## src/rtl/dircc_pmem_pkg.sv

```systemverilog
// Shared types and constants for the processing-memory secondary (s2) port.
// Optional macro DIRCC_PMEM_ARB_LOCK_EN (used by the arbiter) adds per-requester lock inputs.
package dircc_pmem_pkg;

    localparam int PMEM_S2_ADDR_W = 14;
    localparam int PMEM_S2_DATA_W = 16;
    localparam int PMEM_S2_BE_W   = PMEM_S2_DATA_W / 8;

    typedef struct packed {
        logic [PMEM_S2_ADDR_W-1:0] address;
        logic [PMEM_S2_BE_W-1:0]   byteenable;
        logic [PMEM_S2_DATA_W-1:0] writedata;
        logic                      read;
        logic                      write;
    } pmem_req_t;

    typedef struct packed {
        logic valid;
        logic owner;
    } rd_tag_t;

endpackage

```

## src/rtl/dircc_rr_arb2.sv

```systemverilog
// Two-way round-robin grant with a last_grant register; DIRCC_PMEM_ARB_LOCK_EN adds
// a lock that pins the grant to one requester until it issues an unlocked transfer.
module dircc_rr_arb2 (
`ifdef DIRCC_PMEM_ARB_LOCK_EN
    input  logic lock0,
    input  logic lock1,
`endif
    input  logic clk,
    input  logic reset_n,
    input  logic stall,
    input  logic req0,
    input  logic req1,
    output logic grant0,
    output logic grant1,
    output logic winner,
    output logic accept
);

    logic last_grant;
    logic pick;
    logic any_req;
`ifdef DIRCC_PMEM_ARB_LOCK_EN
    logic locked;
    logic lock_owner;
`endif

    always_comb begin
        pick    = 1'b0;
        any_req = req0 | req1;
        if (req0 && req1) begin
            pick = ~last_grant;
        end else if (req1) begin
            pick = 1'b1;
        end
`ifdef DIRCC_PMEM_ARB_LOCK_EN
        // While locked the other requester is invisible, even if it holds priority.
        if (locked) begin
            pick    = lock_owner;
            any_req = lock_owner ? req1 : req0;
        end
`endif
    end

    assign winner = any_req & pick;
    assign grant0 = any_req & ~pick;
    assign grant1 = any_req & pick;
    assign accept = any_req & ~stall;

    always_ff @(posedge clk or negedge reset_n) begin
        if (!reset_n) begin
            last_grant <= 1'b1;
        end else if (accept) begin
            last_grant <= winner;
        end
    end

`ifdef DIRCC_PMEM_ARB_LOCK_EN
    always_ff @(posedge clk or negedge reset_n) begin
        if (!reset_n) begin
            locked     <= 1'b0;
            lock_owner <= 1'b0;
        end else if (accept) begin
            locked     <= winner ? lock1 : lock0;
            lock_owner <= winner;
        end
    end
`endif

endmodule

```

## src/rtl/dircc_pmem_port2_arbiter.sv

```systemverilog
// Shares the 16-bit s2 port of the processing memory between the NoC DMA (m0) and the
// debug/loader bridge (m1). Optional macro DIRCC_PMEM_ARB_LOCK_EN adds m0_lock/m1_lock.
module dircc_pmem_port2_arbiter
    import dircc_pmem_pkg::*;
#(
    parameter int ADDR_W = PMEM_S2_ADDR_W,
    parameter int DATA_W = PMEM_S2_DATA_W,
    parameter int BE_W   = DATA_W / 8,
    parameter int RD_LAT = 1
) (
`ifdef DIRCC_PMEM_ARB_LOCK_EN
    input  logic              m0_lock,
    input  logic              m1_lock,
`endif
    input  logic              clk,
    input  logic              reset_n,
    input  logic              reset_req,
    input  logic [ADDR_W-1:0] m0_address,
    input  logic              m0_read,
    input  logic              m0_write,
    input  logic [BE_W-1:0]   m0_byteenable,
    input  logic [DATA_W-1:0] m0_writedata,
    output logic              m0_waitrequest,
    output logic [DATA_W-1:0] m0_readdata,
    output logic              m0_readdatavalid,
    input  logic [ADDR_W-1:0] m1_address,
    input  logic              m1_read,
    input  logic              m1_write,
    input  logic [BE_W-1:0]   m1_byteenable,
    input  logic [DATA_W-1:0] m1_writedata,
    output logic              m1_waitrequest,
    output logic [DATA_W-1:0] m1_readdata,
    output logic              m1_readdatavalid,
    output logic [ADDR_W-1:0] mem_address2,
    output logic [BE_W-1:0]   mem_byteenable2,
    output logic [DATA_W-1:0] mem_writedata2,
    output logic              mem_chipselect2,
    output logic              mem_write2,
    output logic              mem_clken2,
    input  logic [DATA_W-1:0] mem_readdata2
);

    // Handshake: a command completes in the cycle where read/write is high and waitrequest
    // is low; while waitrequest is high the master holds the command stable.
    pmem_req_t req_m0, req_m1, req_win;
    logic      grant0, grant1, winner, accept;
    rd_tag_t   rd_pipe [RD_LAT];
    rd_tag_t   rd_out;
    logic [DATA_W-1:0] rd_hold0, rd_hold1;

    assign req_m0 = '{address: m0_address, byteenable: m0_byteenable,
                      writedata: m0_writedata, read: m0_read, write: m0_write};
    assign req_m1 = '{address: m1_address, byteenable: m1_byteenable,
                      writedata: m1_writedata, read: m1_read, write: m1_write};

    dircc_rr_arb2 u_arb (
`ifdef DIRCC_PMEM_ARB_LOCK_EN
        .lock0   (m0_lock),
        .lock1   (m1_lock),
`endif
        .clk     (clk),
        .reset_n (reset_n),
        .stall   (reset_req),
        .req0    (m0_read | m0_write),
        .req1    (m1_read | m1_write),
        .grant0  (grant0),
        .grant1  (grant1),
        .winner  (winner),
        .accept  (accept)
    );

    assign req_win = winner ? req_m1 : req_m0;

    assign m0_waitrequest  = (m0_read | m0_write) & ~(grant0 & ~reset_req);
    assign m1_waitrequest  = (m1_read | m1_write) & ~(grant1 & ~reset_req);

    assign mem_address2    = req_win.address;
    assign mem_byteenable2 = req_win.byteenable;
    assign mem_writedata2  = req_win.writedata;
    assign mem_chipselect2 = accept;
    assign mem_write2      = accept & req_win.write;
    assign mem_clken2      = 1'b1;

    // The tag pipe advances in lock-step with the RAM's clock enable so tags stay aligned with data.
    always_ff @(posedge clk or negedge reset_n) begin
        if (!reset_n) begin
            for (int i = 0; i < RD_LAT; i++) begin
                rd_pipe[i] <= '0;
            end
        end else if (!reset_req) begin
            rd_pipe[0] <= '{valid: accept & req_win.read & ~req_win.write, owner: winner};
            for (int i = 1; i < RD_LAT; i++) begin
                rd_pipe[i] <= rd_pipe[i-1];
            end
        end
    end

    assign rd_out           = rd_pipe[RD_LAT-1];
    assign m0_readdatavalid = rd_out.valid & ~rd_out.owner & ~reset_req;
    assign m1_readdatavalid = rd_out.valid &  rd_out.owner & ~reset_req;

    always_ff @(posedge clk or negedge reset_n) begin
        if (!reset_n) begin
            rd_hold0 <= '0;
            rd_hold1 <= '0;
        end else begin
            if (m0_readdatavalid) rd_hold0 <= mem_readdata2;
            if (m1_readdatavalid) rd_hold1 <= mem_readdata2;
        end
    end

    assign m0_readdata = m0_readdatavalid ? mem_readdata2 : rd_hold0;
    assign m1_readdata = m1_readdatavalid ? mem_readdata2 : rd_hold1;

    a_m0_no_rw: assert property (@(posedge clk) disable iff (!reset_n) !(m0_read && m0_write));
    a_m1_no_rw: assert property (@(posedge clk) disable iff (!reset_n) !(m1_read && m1_write));

endmodule

```

## config.mk

```make
export PLATFORM = sky130hd
export DESIGN_NAME = dircc_pmem_port2_arbiter
export DESIGN_NICKNAME = d
export VERILOG_FILES = /design/src/rtl/dircc_pmem_pkg.sv /design/src/rtl/dircc_rr_arb2.sv /design/src/rtl/dircc_pmem_port2_arbiter.sv
export SDC_FILE = /design/constraint.sdc
export NUM_CORES = 1
export LEC_CHECK = 0
export ABC_AREA = 1
export BUFFER_PORTS_ARGS = -buffer_cell sky130_fd_sc_hd__clkbuf_2
export CAP_MARGIN = 25
export CORE_MARGIN = 5
export CORE_UTILIZATION = 38
export CTS_BUF_LIST = sky130_fd_sc_hd__clkbuf_16
export CTS_CLUSTER_DIAMETER = 120
export DETAILED_ROUTE_END_ITERATION = 8
export PLACE_DENSITY = 0.8
export RECOVER_POWER = 25
export SLEW_MARGIN = 20
export SYNTH_ARGS = -nofsm -noshare
export SYNTH_HDL_FRONTEND = slang
export SYNTH_SLANG_ARGS = --single-unit
```

## constraint.sdc

```tcl
create_clock -name clk -period 1.26 [get_ports clk]
set_input_delay 0.063 -clock clk [delete_from_list [all_inputs] [get_ports clk]]
set_output_delay 0.063 -clock clk [all_outputs]
set_load 0.01 [all_outputs]
```

# Word-level counts from Yosys, hierarchy flattened
# Cells that the tools add are included.
# totals
out_inout_bits	71
reg_bits	35
romBits	0
in_bits	87
ram_bits	0
n_memories	0
latch_bits	0
# classes
add_sub_neg	0
n_reduce_logical	1
mul	0
n_div	0
shifts	0
n_lt_le_gt_ge	0
n_eq_ne	0
n_mux	5
bitwise_logic	24
# ops
cell	n
34-bit 2-to-1 mux	1
16-bit 2-to-1 mux	2
1-bit AND	14
1-bit inverter	7
1-bit OR	3
1-bit 2-to-1 mux	2
1-bit logical AND	1

# Logic depth before layout (Yosys ltp)
# Gate-level depths: netlist of the first run.
# depth
depth_word	8
depth_mapped	7
mapped_depth_nobuf	7

# Modules after synthesis
# Synthesis of the first run repeated with hierarchy kept, for this count alone.
# unflattened
hier_cells	266
hier_area_um2	2021.9
# modules_own_cells
module	area_per_inst_um2	instances	cells_per_inst
dircc_pmem_port2_arbiter	1940.6	1	254
dircc_rr_arb2	81.3	1	12

# Worst setup path before layout of the first run
# OpenSTA, ideal clock, no wires.
# synth_timing
kind	reg2reg
from	register rd_pipe (netlist bit rd_out[0])
to	register rd_hold0[11]
synth_period_minus_slack_ns	1.278
path_stages_with_launch	6
t_arrival_ns	1.124
t_required_ns	1.107
setup_slack_ns	-0.018
path_cell_list	dfrtp_1 nor3_2 inv_2 buf_4 nand2_1 o21ai_1
# synth_via
elab_chain_cells	4
# synth_rtl
element	line_no	rtl
from (decl)	dircc_pmem_port2_arbiter.sv:47	rd_tag_t rd_pipe [RD_LAT];
from (signal, indexed assignment)	dircc_pmem_port2_arbiter.sv:93	rd_pipe[i] <= rd_pipe[i-1];
1-bit inverter	dircc_pmem_port2_arbiter.sv:99	assign m0_readdatavalid = rd_out.valid & ~rd_out.owner & ~reset_req;
1-bit AND (2 in series)	dircc_pmem_port2_arbiter.sv:99	
via m0_readdatavalid	dircc_pmem_port2_arbiter.sv:25	output logic m0_readdatavalid,
16-bit 2-to-1 mux	n/a	
via m0_readdata[11]	dircc_pmem_port2_arbiter.sv:24	output logic [DATA_W-1:0] m0_readdata,
to (signal assigned)	dircc_pmem_port2_arbiter.sv:107	if (m0_readdatavalid) rd_hold0 <= mem_readdata2;
to (decl)	dircc_pmem_port2_arbiter.sv:49	logic [DATA_W-1:0] rd_hold0, rd_hold1;
# The timed path passes the listed nets, and every way through them passes these cells.
# A chain may end at the register's enable or synchronous reset.

# Final worst setup path of the first run
# layout_timing
from	register rd_pipe (netlist bit rd_out[0])
to	output m0_readdata[3]
# layout_via
elab_chain_cells	4
# layout_rtl
element	line_no	rtl
1-bit inverter	dircc_pmem_port2_arbiter.sv:99	
1-bit AND (2 in series)	dircc_pmem_port2_arbiter.sv:99	
16-bit 2-to-1 mux	dircc_pmem_port2_arbiter.sv:112	assign m0_readdata = m0_readdatavalid ? mem_readdata2 : rd_hold0;
to (decl)	dircc_pmem_port2_arbiter.sv:24	
# No other way between the ends.

==> results of run 1 <==
==> power by group through the flow <==
stage | Combinational [mW] | Sequential, mW | Clock [mW]
3_5_place_dp | 2.17 | 1.78 | 0
6_report | 3.18 | 1.82 | 1.15
5_1_grt | 3.42 | 1.87 | 1.20
2_1_floorplan | 1.20 | 1.73 | 0
3_3_place_gp | 2.13 | 1.76 | 0
4_1_cts | 2.39 | 1.77 | 1.16
==> sequential cells by signal (all words and copies together) (netlist names) <==
signal and cells:
rd_hold0 16, rd_hold1 16, rd_out 2, u_arb.last_grant 1
==> critical path, cell delays in order (launching register included) <==
cell     delay [ns]
dfrtp_1        0.42
nor3_4         0.27
inv_4          0.10
buf_12         0.16
o21ai_2        0.15
buf_2          0.17
==> worst paths after layout <==
path | from | end | cells past startpoint
worst max-delay path | rd_out[0] | m0_readdata[3] | 5
worst min-delay path | mem_readdata2[3] | rd_hold1[3] | 3
worst max register to register | u_arb.last_grant | rd_out[1] | 8
worst min register to register | rd_hold0[4] | rd_hold0[4] | 2
max in group asynchronous | reset_n | rd_hold0[0] | 3
min in group asynchronous | reset_n | rd_hold1[4] | 3
==> per-stage QoR <==
step	util, %	area (um^2)	setup TNS [ns]	hold slack [ns]
final	76.9	3660	-18.44	0.0637
after global routing	76.9	3660	-21.66	0.0953
after CTS	63.9	3040	-15.85	0.0433
after detailed placement	57.9	2750	-0.129	0.124
after global placement	57.9	2750	0	0.115
after floorplan	-	1880	0	-0.233
==> synthesized netlist by cell type (all sizes together) <==
library cell and number:
a21oi 3, nand2 140, buf 12, conb 1
nor2 3, clkbuf 1, nand3b 1, nor3 1
nand3 3, inv 24, dfrtp 34, dfstp 1
o21ai 33
==> placed cells by master (no fill, tap or decap) <==
cell	instances
inv_4	2
inv_1	23
nand2_4	6
a21oi_1	2
nor3_4	1
nand2_2	47
inv_12	1
o21ai_4	11
buf_6	25
clkbuf_8	1
clkbuf_16	11
buf_2	45
buf_4	3
buf_8	4
o21ai_2	22
nand3_4	1
dfstp_2	1
conb_1	1
nand3b_1	1
buf_12	4
nand3_1	2
clkbuf_2	89
a21oi_2	1
dlygate4sd3_1	1
nor2_1	3
dfrtp_1	34
nand2_1	86
nand2_8	1
clkinv_2	1
==> kinds of logic (layout without fill, tap and decap cells) <==
family          count (synthesis)  in the layout
simple gates                  148            148
buf+inv                        37            210
compound gates                 36             36
flops                          35             35
other cells                     1              1
==> timing repair <==
action | 4_1_cts | 5_1_grt
hold buffers | 1 | 0
endpoints found under the hold margin | 34 | 0
gates resized for setup | 43 | 176
pin swaps | 2 | 35
setup endpoints to repair | 68 | 70
buffers inserted | 1 | 2
cloned | 0 | 9
==> metal layers <==
layer	part of all wire [%]	wire length [um]	track usage, %
met5	0	0	0
met4	3.3	274	6.59
met3	9.4	770	7.17
met2	53	4340	35.2
met1	34	2810	21.2
==> area by class of cell <==
class                      instances  area, um^2
multi-input combinational        185        1160
timing repair buffer             178        1290
clock buffer                       5         125
inverter                          24         108
fill                             329        1100
sequential                        35         877
tap                               67        83.8
clock inverter                     3        12.5
==> flow_metrics.env, run 1 <==
export IMPL_outcome="finished, violations left"
export IMPL_violations="negative setup slack"
export IMPL_dp_hpwl_um=5030
export IMPL_synth_fp_nets=344
export IMPL_start_util_pct=39.4
export IMPL_syn2layout_area_growth_pct=95.1
export IMPL_layout_drive_gt1_share_pct=64.4
export IMPL_power_density_nw_per_um2=1680
export IMPL_grt_pass1_wl_um=9890
export IMPL_endpoint_kind="output pin"
export IMPL_yosys_warnings=0
export IMPL_grtUsageTotal_pct=19.6
export IMPL_core_area_um2=4750
export IMPL_grt_max_degree=36
export IMPL_worstHoldPathType="input port to flip-flop"
export IMPL_routabilityCongestion=0.775
export IMPL_die_area_um2=6440
export IMPL_cts_buffer_depth=2
export IMPL_synth_top_family_by_area="simple AND/OR/NAND/NOR gates"
export IMPL_htree_num_levels=2
export IMPL_cts_root_buf="clkbuf_16"
export IMPL_p_leak_nw=2.10
export IMPL_synthSimpleGateAreaFrac_pct=31.0
export IMPL_slew_headroom_pct=47.4
export IMPL_fin_nets=516
export IMPL_cts_inserted_buffers=5
export IMPL_antenna_found_initial=0
export IMPL_clkSinkCount=35
export IMPL_maxCapViolCount=0
export IMPL_max_freq_ghz=0.623
export IMPL_syn_avg_cell_area_um2=7.29
export IMPL_drc=0
export IMPL_synth_cell_type_count=22
export IMPL_finalClockSkew_ns=0.00183
export IMPL_power_frac_comb_pct=51.8
export IMPL_rows=25
export IMPL_ioPinCount=158
export IMPL_ir_drop_uv=1460
export IMPL_vias=2369
export IMPL_synth_cells=257
export IMPL_clock_latency_ns=0.27
export IMPL_overflow=0
export IMPL_finalHoldViolations=0
export IMPL_reg2reg_slack_ns=-0.10
export IMPL_dp_cells=477
export IMPL_switchingPower_mw=2.31
export IMPL_vias_per_cell=4.77
export IMPL_synth_area_leaders="dfrtp_1 45%, nand2_1 28%, inv_1 4.4%"
export IMPL_critical_path_required_ns=1.20
export IMPL_drt_pass1_iterations=4
export IMPL_ys_ff_latch=35
export IMPL_synth_top_area_share_pct=45.4
export IMPL_post_place_ws_ns=-0.0418
export IMPL_setup_viol=70
export IMPL_max_slew_worst_pin_slew_ns=0.788
export IMPL_fin_ws_ns=-0.346
export IMPL_io_buffers=156
export IMPL_tritoncts="built"
export IMPL_wirelength_um=8200
export IMPL_post_drt_wl_per_cell_um=16.5
export IMPL_final_cells=497
export IMPL_swShare_pct=37.6
export IMPL_clockPowerShare_pct=18.6
export IMPL_fp_dieW_um=80.2
export IMPL_grt_pass1_vias=2167
export IMPL_ys_seq_area_share_pct=46.8
export IMPL_ant_nets=0
export IMPL_total_power_mw=6.15
export IMPL_cp_start_kind="flip-flop"
export IMPL_cp_max_fo=11
export IMPL_synthMuxAreaShare_pct=0
export IMPL_worstSetupPathType="flip-flop to output pin"
export IMPL_clk_pin_slew_ns=0.05
export IMPL_finalCritPeriodShare_pct=127
export IMPL_die_h_um=80.2
export IMPL_drv_slew=0
export IMPL_rsz0062_at_grt="true"
export IMPL_antenna_cells=0
export IMPL_pwr_share_seq_pct=29.6
export IMPL_critPathArrivalTime_ns=1.54
export IMPL_synthAdderAreaFrac_pct=0
export IMPL_power_internal_mw=3.84
export IMPL_yosysTopAreaCell="dfrtp_1"
export IMPL_drt_initial_drc_count=87
export IMPL_synth_xor_area_share_pct=0
export IMPL_final_min_clock_period_ns=1.61
export IMPL_syn_area_um2=1870
export IMPL_synth_compound_area_share_pct=11.4
(Power assumes the default switching activity.)
==> inputs of run 2 (changes only) <==
--- a/config.mk
+++ b/config.mk
@@ -9,11 +9,12 @@
 export BUFFER_PORTS_ARGS = -buffer_cell sky130_fd_sc_hd__clkbuf_2
 export CAP_MARGIN = 25
 export CORE_MARGIN = 5
-export CORE_UTILIZATION = 38
+export CORE_UTILIZATION = 30
 export CTS_BUF_LIST = sky130_fd_sc_hd__clkbuf_16
 export CTS_CLUSTER_DIAMETER = 120
+export CTS_CLUSTER_SIZE = 25
 export DETAILED_ROUTE_END_ITERATION = 8
-export PLACE_DENSITY = 0.8
+export PLACE_DENSITY = 0.65
 export RECOVER_POWER = 25
 export SLEW_MARGIN = 20
 export SYNTH_ARGS = -nofsm -noshare
==> run 2 against run 1 <==
Clock power is essentially flat. Critical endpoint is now mem_writedata2[8]. Count of clock-buffer cells in the layout is the same. The flow still finishes with violations (negative setup slack). Sequential cell count is the same. Register-to-register slack gained 0.04 ns. Largest power group unchanged. Highest routed layer unchanged.
==> flow_metrics.env, run 2 (same netlist as run 1, synthesis figures left out) <==
export IMPL_ant_nets=0
export IMPL_worstHoldPathType="input port to flip-flop"
export IMPL_drt_initial_drc_count=77
export IMPL_cts_buffer_depth=2
export IMPL_final_min_clock_period_ns=1.56
export IMPL_layout_commonest_cell="nand2_1"
export IMPL_syn2layout_area_growth_pct=95.8
export IMPL_fin_nets=516
export IMPL_ir_drop_uv=1360
export IMPL_maxCapViolCount=0
export IMPL_rows=28
export IMPL_die_area_um2=7930
export IMPL_whs_ns=0.0603
export IMPL_cts_inserted_buffers=5
export IMPL_clkSinkCount=35
export IMPL_grt_pass1_vias=2207
export IMPL_worstRegToRegCells=8
export IMPL_grt_max_degree=34
export IMPL_grt_pass1_wl_um=9940
export IMPL_setup_viol=69
export IMPL_path_delay_family="flip-flops"
export IMPL_tritoncts="built"
export IMPL_crit_top_cell="nand2_1"
export IMPL_cts_root_buf="clkbuf_16"
export IMPL_vias=2329
export IMPL_core_area_um2=5990
export IMPL_overflow=0
export IMPL_finalCritPeriodShare_pct=124
export IMPL_antenna_cells=0
export IMPL_crit_start="u_arb.last_grant"
export IMPL_fin_ws_ns=-0.299
export IMPL_drv_slew=0
export IMPL_slew_headroom_pct=37.7
export IMPL_endpoint="mem_writedata2[8]"
export IMPL_cp_max_fo=7
export IMPL_r2r_start="u_arb.last_grant"
export IMPL_final_cells=505
export IMPL_critPathArrivalTime_ns=1.50
export IMPL_outcome="finished, violations left"
export IMPL_register_area_um2=877
export IMPL_r2r_end="rd_out[1]"
export IMPL_antenna_found_initial=0
export IMPL_p_leak_nw=2.09
export IMPL_finalClockSkew_ns=0.00749
export IMPL_cp_depth=6
export IMPL_multiInputGateArea_um2=1150
export IMPL_total_power_mw=6.26
export IMPL_critical_path_required_ns=1.20
export IMPL_drt_pass1_iterations=6
export IMPL_start_util_pct=31.3
export IMPL_final_cell_mix="108 x nand2_1, 94 x clkbuf_2, 38 x buf_2, 34 x dfrtp_1, 27 x nand2_2"
export IMPL_power_density_nw_per_um2=1710
export IMPL_cp_cell_sequence="o21ai_4, nand2_8, clkbuf_16, nand2_1, nand2_1, buf_2"
export IMPL_io_buffers=156
export IMPL_worstSetupPathType="flip-flop to output pin"
export IMPL_clk_pin_slew_ns=0.05
export IMPL_dp_cells=482
export IMPL_max_slew_worst_pin_slew_ns=0.934
export IMPL_design_area_um2=3670
export IMPL_post_place_ws_ns=-0.00699
export IMPL_reg2reg_slack_ns=-0.06
export IMPL_fp_dieW_um=89.0
export IMPL_post_drt_wl_per_cell_um=15.0
export IMPL_ioPinCount=158
export IMPL_cp_start_kind="flip-flop"
export IMPL_finalHoldViolations=0
export IMPL_endpoint_kind="output pin"
export IMPL_dp_hpwl_um=4900
export IMPL_die_h_um=89.0
export IMPL_violations="negative setup slack"
export IMPL_max_freq_ghz=0.642
export IMPL_layout_drive_gt1_share_pct=59.5
export IMPL_htree_num_levels=2
export IMPL_grtUsageTotal_pct=15.9
export IMPL_clock_latency_ns=0.28
export IMPL_dpl_cell_area_um2=2750
export IMPL_slowest_stage="dfstp_2"
export IMPL_rsz0062_at_grt="true"
export IMPL_drc=0
export IMPL_wirelength_um=7580
export IMPL_fill_cells=510
export IMPL_routabilityCongestion=0.831
export IMPL_vias_per_cell=4.61
export IMPL_crit_path_max_incr_delay_ns=0.55
export IMPL_whs_path_depth=3
export IMPL_path_buf_inv=2
==> run 2: power breakdown <==
part | total, mW | leakage, nW | internal (mW) | switching, mW
clock network | 1.16 | 0.0710 | 0.720 | 0.439
registers | 1.83 | 0.440 | 1.61 | 0.221
logic | 3.26 | 1.58 | 1.61 | 1.65
==> run 2: through the flow <==
stage | util (%) | setup TNS (ns)
finish | 61.3 | -16.78
floorplan | - | 0
global placement | 45.9 | 0
detailed placement | 45.9 | -0.00896
global route | 61.3 | -22.57
CTS | 51.8 | -15.04
==> run 2: layout make-up <==
| cell class | instances | share of cell area, % |
|---|---|---|
| repair buffers | 178 | 35.7 |
| multi-input cells | 185 | 31.2 |
| flip-flops and latches | 35 | 23.9 |
| clock buffers | 5 | 3.41 |
| inverters | 24 | 2.73 |
| well taps | 75 | 2.56 |
| clock inverters | 3 | 0.443 |
==> run 2: how the worst min path moves through the flow <==
stage	endpoint	from	slack, ns
after floorplan	rd_hold0[0]	reset_n	-0.23
after global placement	rd_hold1[7]	reset_n	0.01
after detailed placement	rd_hold1[14]	reset_n	0.02
after CTS	rd_hold0[8]	mem_readdata2[8]	0.04
after global routing	rd_hold0[8]	mem_readdata2[8]	0.07
final	rd_hold0[8]	mem_readdata2[8]	0.06
==> run 2: per-layer routing <==
| metal | vias up | GRT usage, % | wire [um] |
|---|---|---|---|
| met3 | 17 | 6.08 | 947 |
| met5 | - | 0 | 0 |
| met1 | 1060 | 18.2 | 2750 |
| met4 | 0 | 5.95 | 155 |
| met2 | 122 | 26.9 | 3730 |
| li1 | 1130 | - | - |
==> run 2: tightest hold or removal path: cells and delay by family <==
kind                   cells  cell delay [ns]
buffers and inverters      2             0.17
AO/OA/AOI/OAI              1             0.07
==> run 2: repair_timing <==
| item | CTS | global route |
|---|---|---|
| hold endpoints to repair | 14 | 0 |
| buffers inserted | 3 | 1 |
| gates resized for setup | 49 | 140 |
| gates cloned | 2 | 8 |
| pin swaps | 4 | 11 |
| hold buffers | 1 | 0 |
| setup endpoints to repair | 66 | 70 |
==> inputs of run 3 (changes only) <==
--- a/config.mk
+++ b/config.mk
@@ -10,7 +10,7 @@
 export CAP_MARGIN = 25
 export CORE_MARGIN = 5
 export CORE_UTILIZATION = 30
-export CTS_BUF_LIST = sky130_fd_sc_hd__clkbuf_16
+export CTS_BUF_LIST = sky130_fd_sc_hd__clkbuf_4 sky130_fd_sc_hd__clkbuf_8 sky130_fd_sc_hd__clkbuf_16
 export CTS_CLUSTER_DIAMETER = 120
 export CTS_CLUSTER_SIZE = 25
 export DETAILED_ROUTE_END_ITERATION = 8
==> run 3 against run 2 <==
The flow still finishes with violations (negative setup slack). Sequential power hardly changed. Non-clock buffer count is 1 lower. Register-to-register slack hardly changed. Largest cell class unchanged. Cell area is 4.4% lower. Critical endpoint unchanged. Setup slack worse by 0.010 ns. Clock skew is 0.00093 ns higher.
==> flow_metrics.env, run 3 (same netlist as run 1, synthesis figures left out) <==
export IMPL_r2r_end="rd_out[1]"
export IMPL_cts_buffer_depth=2
export IMPL_rows=28
export IMPL_grt_pass1_vias=2213
export IMPL_power_internal_mw=3.49
export IMPL_cp_max_fo=7
export IMPL_max_slew_worst_pin_slew_ns=0.945
export IMPL_crit_start="u_arb.last_grant"
export IMPL_grtUsageTotal_pct=15.9
export IMPL_design_area_um2=3510
export IMPL_maxCapViolCount=0
export IMPL_tritoncts="built"
export IMPL_switchingPower_mw=2.18
export IMPL_worstSetupPathType="flip-flop to output pin"
export IMPL_grt_max_degree=34
export IMPL_dpl_cell_area_um2=2750
export IMPL_layout_drive_gt1_share_pct=58.0
export IMPL_rsz0062_at_grt="true"
export IMPL_tns_ns=-17.44
export IMPL_antenna_cells=0
export IMPL_htree_num_levels=2
export IMPL_clockPowerShare_pct=14.2
export IMPL_grt_pass1_wl_um=9980
export IMPL_p_leak_nw=2.04
export IMPL_fin_ws_ns=-0.309
export IMPL_path_delay_family="flip-flops"
export IMPL_fin_nets=515
export IMPL_die_area_um2=7930
export IMPL_die_h_um=89.0
export IMPL_max_freq_ghz=0.637
export IMPL_outcome="finished, violations left"
export IMPL_overflow=0
export IMPL_cts_inserted_buffers=5
export IMPL_drt_pass1_iterations=6
export IMPL_fill_cells=543
export IMPL_slowest_stage="dfstp_2"
export IMPL_worstRegToRegCells=8
export IMPL_slew_headroom_pct=37.0
export IMPL_vias_per_cell=4.60
export IMPL_layout_commonest_cell="nand2_1"
export IMPL_routabilityCongestion=0.831
export IMPL_post_drt_wl_per_cell_um=14.7
export IMPL_drt_initial_drc_count=74
export IMPL_pwr_share_seq_pct=31.7
export IMPL_drv_slew=0
export IMPL_cp_depth=6
export IMPL_whs_ns=0.0543
export IMPL_power_frac_comb_pct=54.0
export IMPL_endpoint="mem_writedata2[8]"
export IMPL_clkSinkCount=35
export IMPL_io_buffers=156
export IMPL_clock_latency_ns=0.29
export IMPL_start_util_pct=31.3
export IMPL_vias=2316
export IMPL_register_area_um2=877
export IMPL_cp_start_kind="flip-flop"
export IMPL_violations="negative setup slack"
export IMPL_ioPinCount=158
export IMPL_endpoint_kind="output pin"
export IMPL_post_place_ws_ns=-0.00699
export IMPL_ant_nets=0
export IMPL_finalClockSkew_ns=0.00842
export IMPL_swShare_pct=38.4
export IMPL_path_buf_inv=2
export IMPL_setup_viol=69
export IMPL_critPathArrivalTime_ns=1.51
export IMPL_critical_path_required_ns=1.20
export IMPL_antenna_found_initial=0
export IMPL_crit_top_cell="nand2_1"
export IMPL_wirelength_um=7420
export IMPL_core_area_um2=5990
export IMPL_reg2reg_slack_ns=-0.06
export IMPL_finalCritPeriodShare_pct=125
export IMPL_finalHoldViolations=0
export IMPL_dp_hpwl_um=4900
export IMPL_cp_cell_sequence="o21ai_4, nand2_8, clkbuf_16, nand2_1, nand2_1, buf_2"
export IMPL_final_cell_mix="115 x nand2_1, 94 x clkbuf_2, 42 x buf_2, 34 x dfrtp_1, 22 x nand2_2"
export IMPL_fp_dieW_um=89.0
export IMPL_multiInputGateArea_um2=1090
export IMPL_syn2layout_area_growth_pct=87.2
export IMPL_clk_pin_slew_ns=0.07
export IMPL_crit_path_max_incr_delay_ns=0.56
export IMPL_r2r_start="u_arb.last_grant"
export IMPL_cts_root_buf="clkbuf_8"
export IMPL_worstHoldPathType="input port to flip-flop"
export IMPL_power_density_nw_per_um2=1620
export IMPL_ir_drop_uv=1110
export IMPL_drc=0
export IMPL_final_min_clock_period_ns=1.57
## run 3: cell types whose count changed in the layout (fill, tap and decap cells not counted), sizes merged
cell | previous run | this run
inv | 25 | 24
## run 3: worst reg2reg max path: stages (launching register included)
cell	delay, ns
dfstp_2	0.56
o21ai_4	0.09
nand2_8	0.16
buf_12	0.14
nand2_4	0.05
nand2_4	0.05
buf_6	0.09
nand3_2	0.05
nand2_1	0.08
## run 3: worst min-delay path by stage
stage | from | end | slack, ns | depth (start not counted)
global route | mem_readdata2[0] | rd_hold1[0] | 0.07 | 3
CTS | mem_readdata2[3] | rd_hold0[3] | 0.03 | 3
floorplan | reset_n | rd_hold0[0] | -0.23 | 0
global placement | reset_n | rd_hold1[7] | 0.01 | 1
detailed placement | reset_n | rd_hold1[14] | 0.02 | 1
finish | mem_readdata2[6] | rd_hold1[6] | 0.05 | 3
## run 3: what timing repair did
item / in CTS / in global routing
gates resized for setup: 49 / 123
pin swaps: 4 / 11
hold buffers: 1 / 0
setup endpoints to repair: 67 / 70
buffers inserted: 3 / 1
cloned: 2 / 7
endpoints found under the hold margin: 14 / 0
## run 3: metal layers
| metal | global-route usage, % | routed length [um] |
|---|---|---|
| met3 | 5.90 | 947 |
| met5 | 0 | 0 |
| met2 | 27.5 | 3640 |
| met4 | 5.55 | 129 |
| met1 | 18.0 | 2700 |
## run 3: power groups by stage
stage	clock [mW]	sequential [mW]	combinational [mW]
floorplan	0	1.73	1.20
global placement	0	1.75	2.14
detailed placement	0	1.77	2.16
CTS	0.822	1.76	2.41
global route	0.877	1.85	3.31
finish	0.808	1.80	3.06
## run 3: metrics by stage
stage	util [%]	instances	power [mW]
6_report	58.6	504	5.67
5_1_grt	58.6	504	6.03
4_1_cts	51.0	496	5.00
3_5_place_dp	45.9	482	3.93
3_3_place_gp	45.9	482	3.90
2_1_floorplan	-	257	2.93
## run 3: layout make-up
cell class / count / area share, %
Tap cell: 75 / 2.67
Sequential cell: 35 / 25.0
Timing Repair Buffer: 177 / 35.9
Inverter: 24 / 2.85
Clock inverter: 2 / 0.357
Multi-Input combinational cell: 185 / 31.0
Clock buffer: 6 / 2.17
